<file path="src/rtl/machine_mode_types_1_12_pkg.sv">
// Machine-mode CSR field types for the v1.12 privilege block, plus the
// redirect FSM state type shared by the trap-redirect stage and the priv wrapper.
// Latency: n/a (types, constants and pure helper functions only).
// Backpressure: n/a.
// Contents: mtvec_mode_t, mtvec_t, mcause_t, redirect_state_t, trap_evt_t,
// align_pc(), vector_target().
package machine_mode_types_1_12_pkg;

  typedef enum logic [1:0] {
    DIRECT   = 2'b00,
    VECTORED = 2'b01
  } mtvec_mode_t;

  // mode is kept as raw bits: encodings 2 and 3 are reserved but can still
  // appear in the register and must simply fail the VECTORED match.
  typedef struct packed {
    logic [29:0] base;
    logic [1:0]  mode;
  } mtvec_t;

  typedef struct packed {
    logic        interrupt;
    logic [30:0] cause;
  } mcause_t;

  typedef enum logic [1:0] {
    IDLE       = 2'd0,
    WAIT_CLEAR = 2'd1,
    REDIRECT   = 2'd2
  } redirect_state_t;

  typedef enum logic [1:0] {
    EVT_NONE = 2'd0,
    EVT_INTR = 2'd1,
    EVT_MRET = 2'd2,
    EVT_SRET = 2'd3
  } trap_evt_t;

  localparam logic [31:0] DEFAULT_RESET_PC = 32'h0000_0200;

  // Redirect targets are always word aligned.
  function automatic logic [31:0] align_pc(input logic [31:0] pc);
    return {pc[31:2], 2'b00};
  endfunction

  // Vectored interrupt entry: base + 4*cause, wrapping modulo 2^32.
  // cause << 2 truncated to 32 bits is just the low 30 cause bits shifted.
  function automatic logic [31:0] vector_target(input mtvec_t mtvec, input mcause_t mcause);
    return {mtvec.base, 2'b00} + {mcause.cause[29:0], 2'b00};
  endfunction

endpackage

</file>
<file path="src/rtl/priv_1_12_trap_redirect_if.sv">
// Bundle between the int/ex handler + CSR file (master) and the trap-redirect stage (slave).
// Latency: n/a (wires only).
// Backpressure: fetch_ack is the only flow-control signal; insert_pc/priv_pc hold until it.
// Signals: intr, mret, sret, pipe_clear, curr_mtvec, curr_mepc, curr_sepc, next_mcause,
// fetch_ack (toward slave); insert_pc, priv_pc, redirect_busy (from slave).
interface priv_1_12_trap_redirect_if;
  import machine_mode_types_1_12_pkg::*;

  logic        intr;
  logic        mret;
  logic        sret;
  logic        pipe_clear;
  mtvec_t      curr_mtvec;
  logic [31:0] curr_mepc;
  logic [31:0] curr_sepc;
  mcause_t     next_mcause;
  logic        fetch_ack;
  logic        insert_pc;
  logic [31:0] priv_pc;
  logic        redirect_busy;

  modport master (
    output intr, mret, sret, pipe_clear,
    output curr_mtvec, curr_mepc, curr_sepc, next_mcause,
    output fetch_ack,
    input  insert_pc, priv_pc, redirect_busy
  );

  modport slave (
    input  intr, mret, sret, pipe_clear,
    input  curr_mtvec, curr_mepc, curr_sepc, next_mcause,
    input  fetch_ack,
    output insert_pc, priv_pc, redirect_busy
  );

endinterface

</file>
<file path="src/rtl/priv_1_12_trap_target.sv">
// Combinational event select (intr > mret > sret) and redirect target computation.
// Latency: 0 cycles (pure combinational).
// Backpressure: none; the caller decides whether the selected event is accepted.
// Ports: intr/mret/sret, curr_mtvec, curr_mepc, curr_sepc, next_mcause in; evt, target out.
// Optional feature: PRIV_1_12_VECTORED_TRAP_EN enables vectored interrupt entry.
module priv_1_12_trap_target
  import machine_mode_types_1_12_pkg::*;
(
  input  logic        intr,
  input  logic        mret,
  input  logic        sret,
  input  mtvec_t      curr_mtvec,
  input  logic [31:0] curr_mepc,
  input  logic [31:0] curr_sepc,
  input  mcause_t     next_mcause,
  output trap_evt_t   evt,
  output logic [31:0] target
);

  logic [31:0] trap_base;
  logic [31:0] trap_target;

  assign trap_base = {curr_mtvec.base, 2'b00};

`ifdef PRIV_1_12_VECTORED_TRAP_EN
  // Only interrupts vector; synchronous exceptions always enter at base.
  assign trap_target = ((curr_mtvec.mode == VECTORED) && next_mcause.interrupt)
                       ? vector_target(curr_mtvec, next_mcause)
                       : trap_base;
`else
  assign trap_target = trap_base;
  // Mode and cause only matter for vectoring.
  logic unused_vec_fields;
  assign unused_vec_fields = ^{curr_mtvec.mode, next_mcause};
`endif

  always_comb begin
    evt    = EVT_NONE;
    target = trap_base;
    if (intr) begin
      evt    = EVT_INTR;
      target = trap_target;
    end else if (mret) begin
      evt    = EVT_MRET;
      target = align_pc(curr_mepc);
    end else if (sret) begin
      evt    = EVT_SRET;
      target = align_pc(curr_sepc);
    end
  end

endmodule

</file>
<file path="src/rtl/priv_1_12_trap_redirect.sv">
// Trap/return redirect FSM: latches the target, waits for pipeline drain, drives fetch.
// Latency: event with pipe_clear -> insert_pc next cycle; otherwise the cycle after pipe_clear.
// Backpressure: insert_pc/priv_pc held stable until fetch_ack; one-deep pending intr slot.
// Ports: CLK, RST (sync, active-high), bus (priv_1_12_trap_redirect_if.slave).
// Parameter RESET_PC: priv_pc value after reset. Optional macro: PRIV_1_12_VECTORED_TRAP_EN.
module priv_1_12_trap_redirect
  import machine_mode_types_1_12_pkg::*;
#(
  parameter logic [31:0] RESET_PC = DEFAULT_RESET_PC
) (
  input  logic                          CLK,
  input  logic                          RST,
  priv_1_12_trap_redirect_if.slave      bus
);

  redirect_state_t state_q, state_d;
  logic [31:0]     target_q, target_d;
  logic [31:0]     pend_target_q, pend_target_d;
  logic            pend_valid_q, pend_valid_d;
  logic [31:0]     priv_pc_q, priv_pc_d;

  trap_evt_t       evt;
  logic [31:0]     evt_target;

  priv_1_12_trap_target u_trap_target (
    .intr        (bus.intr),
    .mret        (bus.mret),
    .sret        (bus.sret),
    .curr_mtvec  (bus.curr_mtvec),
    .curr_mepc   (bus.curr_mepc),
    .curr_sepc   (bus.curr_sepc),
    .next_mcause (bus.next_mcause),
    .evt         (evt),
    .target      (evt_target)
  );

  always_comb begin
    state_d       = state_q;
    target_d      = target_q;
    pend_target_d = pend_target_q;
    pend_valid_d  = pend_valid_q;
    priv_pc_d     = priv_pc_q;

    case (state_q)
      IDLE: begin
        if (evt != EVT_NONE) begin
          target_d = evt_target;
          if (bus.pipe_clear) begin
            state_d   = REDIRECT;
            priv_pc_d = evt_target;
          end else begin
            state_d = WAIT_CLEAR;
          end
        end
      end

      WAIT_CLEAR: begin
        // A trap supersedes a latched return; late returns are ignored.
        if (evt == EVT_INTR) begin
          target_d = evt_target;
        end
        if (bus.pipe_clear) begin
          state_d   = REDIRECT;
          priv_pc_d = (evt == EVT_INTR) ? evt_target : target_q;
        end
      end

      REDIRECT: begin
        if (evt == EVT_INTR) begin
          pend_valid_d  = 1'b1;
          pend_target_d = evt_target;
        end
        if (bus.fetch_ack) begin
          // An intr landing in the ack cycle itself is treated as pending too,
          // otherwise it would be lost on the way back to IDLE.
          if (pend_valid_q || (evt == EVT_INTR)) begin
            state_d      = WAIT_CLEAR;
            target_d     = (evt == EVT_INTR) ? evt_target : pend_target_q;
            pend_valid_d = 1'b0;
          end else begin
            state_d = IDLE;
          end
        end
      end

      default: begin
        state_d = IDLE;
      end
    endcase
  end

  always_ff @(posedge CLK) begin
    if (RST) begin
      state_q       <= IDLE;
      target_q      <= RESET_PC;
      pend_target_q <= RESET_PC;
      pend_valid_q  <= 1'b0;
      priv_pc_q     <= RESET_PC;
    end else begin
      state_q       <= state_d;
      target_q      <= target_d;
      pend_target_q <= pend_target_d;
      pend_valid_q  <= pend_valid_d;
      priv_pc_q     <= priv_pc_d;
    end
  end

  assign bus.insert_pc     = (state_q == REDIRECT);
  assign bus.priv_pc       = priv_pc_q;
  assign bus.redirect_busy = (state_q != IDLE);

endmodule
</file>
<file path="src/flat_wrapper.sv">
// flat-port wrapper written by rule: the top's interface ports become plain ports
module priv_1_12_trap_redirect_flat import machine_mode_types_1_12_pkg::*;
#(
  parameter logic [31:0] RESET_PC = DEFAULT_RESET_PC
)
  (CLK, RST, bus_intr, bus_mret, bus_sret, bus_pipe_clear, bus_curr_mtvec, bus_curr_mepc, bus_curr_sepc, bus_next_mcause, bus_fetch_ack, bus_insert_pc, bus_priv_pc, bus_redirect_busy);
  priv_1_12_trap_redirect_if bus_i ();
  input  logic CLK;
  input  logic RST;
  input wire logic [$bits(bus_i.intr)-1:0] bus_intr;
  input wire logic [$bits(bus_i.mret)-1:0] bus_mret;
  input wire logic [$bits(bus_i.sret)-1:0] bus_sret;
  input wire logic [$bits(bus_i.pipe_clear)-1:0] bus_pipe_clear;
  input wire logic [$bits(bus_i.curr_mtvec)-1:0] bus_curr_mtvec;
  input wire logic [$bits(bus_i.curr_mepc)-1:0] bus_curr_mepc;
  input wire logic [$bits(bus_i.curr_sepc)-1:0] bus_curr_sepc;
  input wire logic [$bits(bus_i.next_mcause)-1:0] bus_next_mcause;
  input wire logic [$bits(bus_i.fetch_ack)-1:0] bus_fetch_ack;
  output wire logic [$bits(bus_i.insert_pc)-1:0] bus_insert_pc;
  output wire logic [$bits(bus_i.priv_pc)-1:0] bus_priv_pc;
  output wire logic [$bits(bus_i.redirect_busy)-1:0] bus_redirect_busy;
  assign bus_i.intr = bus_intr;
  assign bus_i.mret = bus_mret;
  assign bus_i.sret = bus_sret;
  assign bus_i.pipe_clear = bus_pipe_clear;
  assign bus_i.curr_mtvec = bus_curr_mtvec;
  assign bus_i.curr_mepc = bus_curr_mepc;
  assign bus_i.curr_sepc = bus_curr_sepc;
  assign bus_i.next_mcause = bus_next_mcause;
  assign bus_i.fetch_ack = bus_fetch_ack;
  assign bus_insert_pc = bus_i.insert_pc;
  assign bus_priv_pc = bus_i.priv_pc;
  assign bus_redirect_busy = bus_i.redirect_busy;
  priv_1_12_trap_redirect #(.RESET_PC(RESET_PC)) u_core (.CLK(CLK), .RST(RST), .bus(bus_i));
endmodule
</file>
<file path="config.mk">
export PLATFORM = sky130hd
export DESIGN_NAME = priv_1_12_trap_redirect_flat
export DESIGN_NICKNAME = d
export VERILOG_FILES = /design/src/rtl/machine_mode_types_1_12_pkg.sv /design/src/rtl/priv_1_12_trap_redirect_if.sv /design/src/rtl/priv_1_12_trap_target.sv /design/src/rtl/priv_1_12_trap_redirect.sv /design/src/flat_wrapper.sv
export SDC_FILE = /design/constraint.sdc
export NUM_CORES = 1
export LEC_CHECK = 0
export CORE_UTILIZATION = 50
export DETAILED_ROUTE_END_ITERATION = 10
export PLACE_DENSITY = 0.85
export SKIP_LAST_GASP = 1
export SYNTH_ARGS = -nofsm -noshare
export SYNTH_HDL_FRONTEND = slang
export SYNTH_SLANG_ARGS = --single-unit
export TNS_END_PERCENT = 5
</file>
<file path="constraint.sdc">
create_clock -name CLK -period 3.6 [get_ports CLK]
set_input_delay 0.54 -clock CLK [delete_from_list [all_inputs] [get_ports CLK]]
set_output_delay 0.54 -clock CLK [all_outputs]
set_load 0.01 [all_outputs]
</file>
After elaboration in Yosys (flattened, before gate mapping):

Index checks and enable logic that the tools add are counted.

* output and inout port bits: 34
* memories kept: 0
* memory bits (read-only): 0
* RAM bits: 0
* bits of input ports: 135
* logic and storage cells: 47
* register bits after elaboration: 99
* bits in latches: 0

* bitwise gates (word level): 0
* equal/unequal tests: 8
* reductions and logical operators: 9
* $add $sub $neg: 0
* divide/modulo/power cells: 0
* shift-type cells: 0
* muxes and demuxes: 25
* magnitude comparators: 0
* $mul: 0

Operator list (count)
* $mux 32: 11
* $pmux 32 s3: 1
* $pmux 32 s2: 1
* $mux 2: 7
* $reduce_and 4->1: 2
* $ne 2x2->1 const B: 3
* $pmux 2 s3: 1
* $reduce_bool 2->1: 3
* $eq 2x1->1 const B: 2
* $mux 1: 4
* $ne 2x1->1 const B: 2
* $reduce_and 3->1: 1
* $reduce_bool 3->1: 1
* $eq 2x2->1 const B: 1
* $logic_not 2->1: 1
* $logic_or 1x1->1: 1

Longest topological paths before layout:

* depth after elaboration: 8
* depth in mapped cells: 10
* depth with buffers taken out: 6

Cells and area by module:

Synthesis repeated with hierarchy kept, for this count alone.

* cells, all modules: 729
* area, all modules: 5451.5 µm²

Modules (own cells, without submodules)
* priv_1_12_trap_redirect: area an instance 4677.0 µm², sequential area each 1981.9 µm², cells each 588, instances 1
* priv_1_12_trap_target: area an instance 774.5 µm², sequential area each 0.0 µm², cells each 141, instances 1

Worst setup path after synthesis:

No wires, ideal clock.

* kind: register -> register
* start: reg u_core.state_q[0]
* end: reg u_core.target_q[10]
* required time: 3.483 ns
* path slack: 1.399 ns
* arrival: 2.083 ns
* cell stages (with the launch flop): 11
* path buffers: 4
* clock period less this slack: 2.201 ns
* setup time: 0.117 ns
* cell sequence: dfxtp_1 -> inv_1 -> ha_1 -> buf_6 -> nor2b_4 -> a2111o_1 -> buf_6 -> and2_4 -> buf_6 -> buf_8 -> a32o_1

* cells in the longest elaborated chain, start to end: 3
* elaborated cells on any way between the ends: 9
* those cells by class: 5 x eq/ne; 1 x mux; 3 x reduce/logical

Ends and longest elaborated chain
* start, declared: RTL line priv_1_12_trap_redirect.sv:16 `redirect_state_t state_q, state_d;`
* start signal, assigned: RTL line priv_1_12_trap_redirect.sv:100 `state_q <= state_d;`
* $eq 2x2->1 *
* net bus_insert_pc: RTL line flat_wrapper.sv:19 `output wire logic [$bits(bus_i.insert_pc)-1:0] bus_insert_pc;`
* $ne 2x1->1 (no source line) (tied with other cells)
* $reduce_and 4->1 (no source line)
* end signal, assigned: RTL line priv_1_12_trap_redirect.sv:101 `target_q <= target_d;`
* end, declared: RTL line priv_1_12_trap_redirect.sv:17 `logic [31:0] target_q, target_d;`

The timed path passes the listed nets; every way through them passes the cells marked *.
A chain may end at the register's enable or synchronous reset.

Worst setup path after layout:

* start: reg u_core.state_q[0]
* end: reg u_core.priv_pc_q[31], in the netlist u_core.bus.priv_pc[31]

* cells in the longest elaborated chain, start to end: 3
* elaborated cells on any way between the ends: 8
* those cells by class: 4 x eq/ne; 1 x mux; 3 x reduce/logical

Ends and longest elaborated chain
* $eq 2x1->1 / $logic_not 2->1 (equally long branches): RTL line priv_1_12_trap_redirect.sv:44 `case (state_q)`
* $ne 2x2->1 (no source line) (tied with other cells)
* $reduce_and 4->1 (no source line)
* end signal, assigned: RTL line priv_1_12_trap_redirect.sv:104 `priv_pc_q <= priv_pc_d;`
* end, declared: RTL line priv_1_12_trap_redirect.sv:20 `logic [31:0] priv_pc_q, priv_pc_d;`

Parallel ways exist; a longest one is shown, timed or not.

==> flow_summary.ini <==
[timing]
worst_pin_slew_ns = 1.101
drv_slew = 0
tns_ns = 0
hold_ws_ns = 0.4558
min_period_ns = 2.778
maxSlewHeadroom_pct = 26.50
fmax_ghz = 0.3599
finClkSkew_ns = 0.005048
layout_setup_ws_ns = 0.8217
grt_setup_unrepaired = no
final-hold-violation-count = 0
setup-violations-final = 0
finalCritPeriodShare_pct = 77.17

[power]
ir_worst_vdd_mv = 0.5725
p_leak_nw = 2.732
power-per-cell-area_nw_per_um2 = 628.3
p_total_mw = 4.634

[floorplanning]
die_h_um = 110.2
std_cell_rows = 39
dieArea_um2 = 12140
initial_core_util_pct = 51.25
io_pins = 169
chipWidth_um = 110.2
core-area_um2 = 11420

[flow_run]
drv_cap = 0

[clocking]
clock_latency_ns = 0.34
tritoncts = built
postCtsHoldBufs = 0
clock_path_buffers = 2
htree_levels = 3
post-cts-setup-buffers = 0
cts_buffers = 9
clkTransAtPathRegs_ns = 0.07
cts_sinks = 99
root_buffer = clkbuf_16
cts_resized = 0

[drt]
wire_per_inst_um = 19.03
firstDrtPassIters = 5
drtAntennaViolNets = 0
dr.first_iter.drc_count = 499
wl_um = 17780
route.detailed.drc = 0
num_vias = 5934
vias_per_cell = 6.353

[setup_path]
cp_max_fo = 22
crit_type = register to register
crit_required_ns = 3.85
crit_slowest_cell = nor2_2
cp-start-kind = register
r2r_slack_ns = 0.82
slowest_delay_ns = 0.86
arrival_ns = 3.03
crit_chain = inv_1, ha_2, nor4b_2, nor2_2, nand2_1, o21ai_0
worstSetupEndpointType = register

[yosys]
synthCells = 710
post-synth-top-count-cell = nand2_1
yosysSeqAreaShare_pct = 33.87
synthTopCellsByArea = dfxtp_1 (34%), mux2i_1 (10%), nand2_1 (7.8%), a21oi_1 (4.6%), o221ai_1 (4.3%)
synth_cell_type_count = 48
synth_top_area_share_pct = 33.87
postSynthNetCount = 850
ys.flop_type = dfxtp_1
postSynthAreaPerCell_um2 = 8.242
async_flop_share_pct = 0
synth_top_cell_by_area = dfxtp_1
yosys-top-cells-count = nand2_1 (122), dfxtp_1 (99), mux2i_1 (59)
netlist_area_um2 = 5852
synth_edf_count = 0
ys_ff_latch = 99
yosys_warnings = 0

[cells_and_area]
seqCellArea_um2 = 1982
num-fill-cells = 953
instances_no_fill = 934
drive_gt1_share_pct = 4.804
final_nets = 928
num_antenna_cells = 0
multi_input_area_um2 = 3431
syn_to_final_growth_pct = 26.02

[placement]
pre_cts_ws_ns = 0.5987
io_buffers = 130
dp.cells = 920
hpwl_um = 11220
gp_congestion = 0.7919

[global_route]
grt_pass1_wl_um = 28290
grt-ovfl-total = 0
grt_max_degree = 58
grt.total_usage_pct = 30.01
grt_pass1_vias = 5872
antenna_found_initial = 0

[min_path]
min_path_type = register to register

[run_status]
status = complete, no violations
where the power goes:
group          total, mW  leakage [nW]  switching, mW  internal, mW
logic               2.07          1.77           1.20         0.865
clock network      0.991         0.151          0.404         0.587
registers           1.58         0.811          0.176          1.40
final cells by class:
cell class | count | share of cell area, %
Multi-Input combinational cell | 510 | 46.52
Sequential cell | 99 | 26.87
Timing Repair Buffer | 142 | 18.76
Clock buffer | 12 | 3.614
Tap cell | 143 | 2.426
Inverter | 26 | 1.323
Clock inverter | 2 | 0.4751
path summary, 6_finish.rpt:
check | from | end | depth (start not counted)
hold reg to reg | u_core.bus.priv_pc[25]$_SDFFE_PP0P_ | u_core.bus.priv_pc[25]$_SDFFE_PP0P_ | 2
setup / recovery | u_core.state_q[0]$_SDFFE_PP0P_ | u_core.bus.priv_pc[31]$_SDFFE_PP0P_ | 6
setup reg to reg | u_core.state_q[0]$_SDFFE_PP0P_ | u_core.bus.priv_pc[31]$_SDFFE_PP0P_ | 6
hold / removal | u_core.bus.priv_pc[25]$_SDFFE_PP0P_ | u_core.bus.priv_pc[25]$_SDFFE_PP0P_ | 2
worst max-delay path, delay by kind of cell (launching register included):
| kind | cells | cell delay (ns) |
|---|---|---|
| adder cells (fa/ha/maj) | 1 | 0.23 |
| flip-flops | 1 | 0.41 |
| buffers and inverters | 1 | 0.11 |
| AO/OA/AOI/OAI | 1 | 0.33 |
| AND/OR/NAND/NOR | 3 | 1.61 |
sequential cells by signal, summed over array words and instances, names as in the netlist:
name and count:
u_core.state_q 2, u_core.pend_target_q 32, u_core.bus.priv_pc 32, u_core.pend_valid_q 1, u_core.target_q 32
metrics by stage:
step / cell area, um2 / util (%)
detailed placement: 7073 / 61.94
global route: 7375 / 64.58
CTS: 7375 / 64.58
finish: 7375 / 64.58
floorplan: 5852 / -
global placement: 7073 / 61.94
per-layer routing:
layer  share of wire [%]  routed length [um]  vias to the layer above  GRT usage [%]
met5                   0                   0                        -              0
met4                 1.9                 340                        0          12.50
li1                    -                   -                     2789              -
met3                 8.4                1490                       40          5.703
met1                  42                7398                     2816          36.87
met2                  48                8547                      289          51.43
cell families after synthesis:
logic type	count (synthesis)	synth area share, %
muxes	61	10.48
adders and majority gates	5	1.069
DFF	99	33.87
buffers and inverters	101	7.633
and+or+nand+nor	208	18.07
AOI/OAI and AO/OA	236	28.89
cell usage in the layout, fill, tap and decap left out, types with 3 or more instances in the layout:
cell and count:
clkdlybuf4s50_1 128, nand2_1 122, dfxtp_1 99, mux2i_1 59
a21oi_1 54, o21ai_0 33, o221ai_1 29, inv_1 25
a21o_1 24, nand3b_1 18, nand4bb_1 17, o211ai_1 17
nor2_1 16, o2111ai_1 16, o2bb2ai_1 16, nand3_1 14
buf_4 13, o32a_1 12, a32o_1 12, a31oi_1 12
clkbuf_16 9, nand2b_1 5, ha_1 4, clkbuf_8 3
No activity file was read; power rests on OpenSTA's default activity.
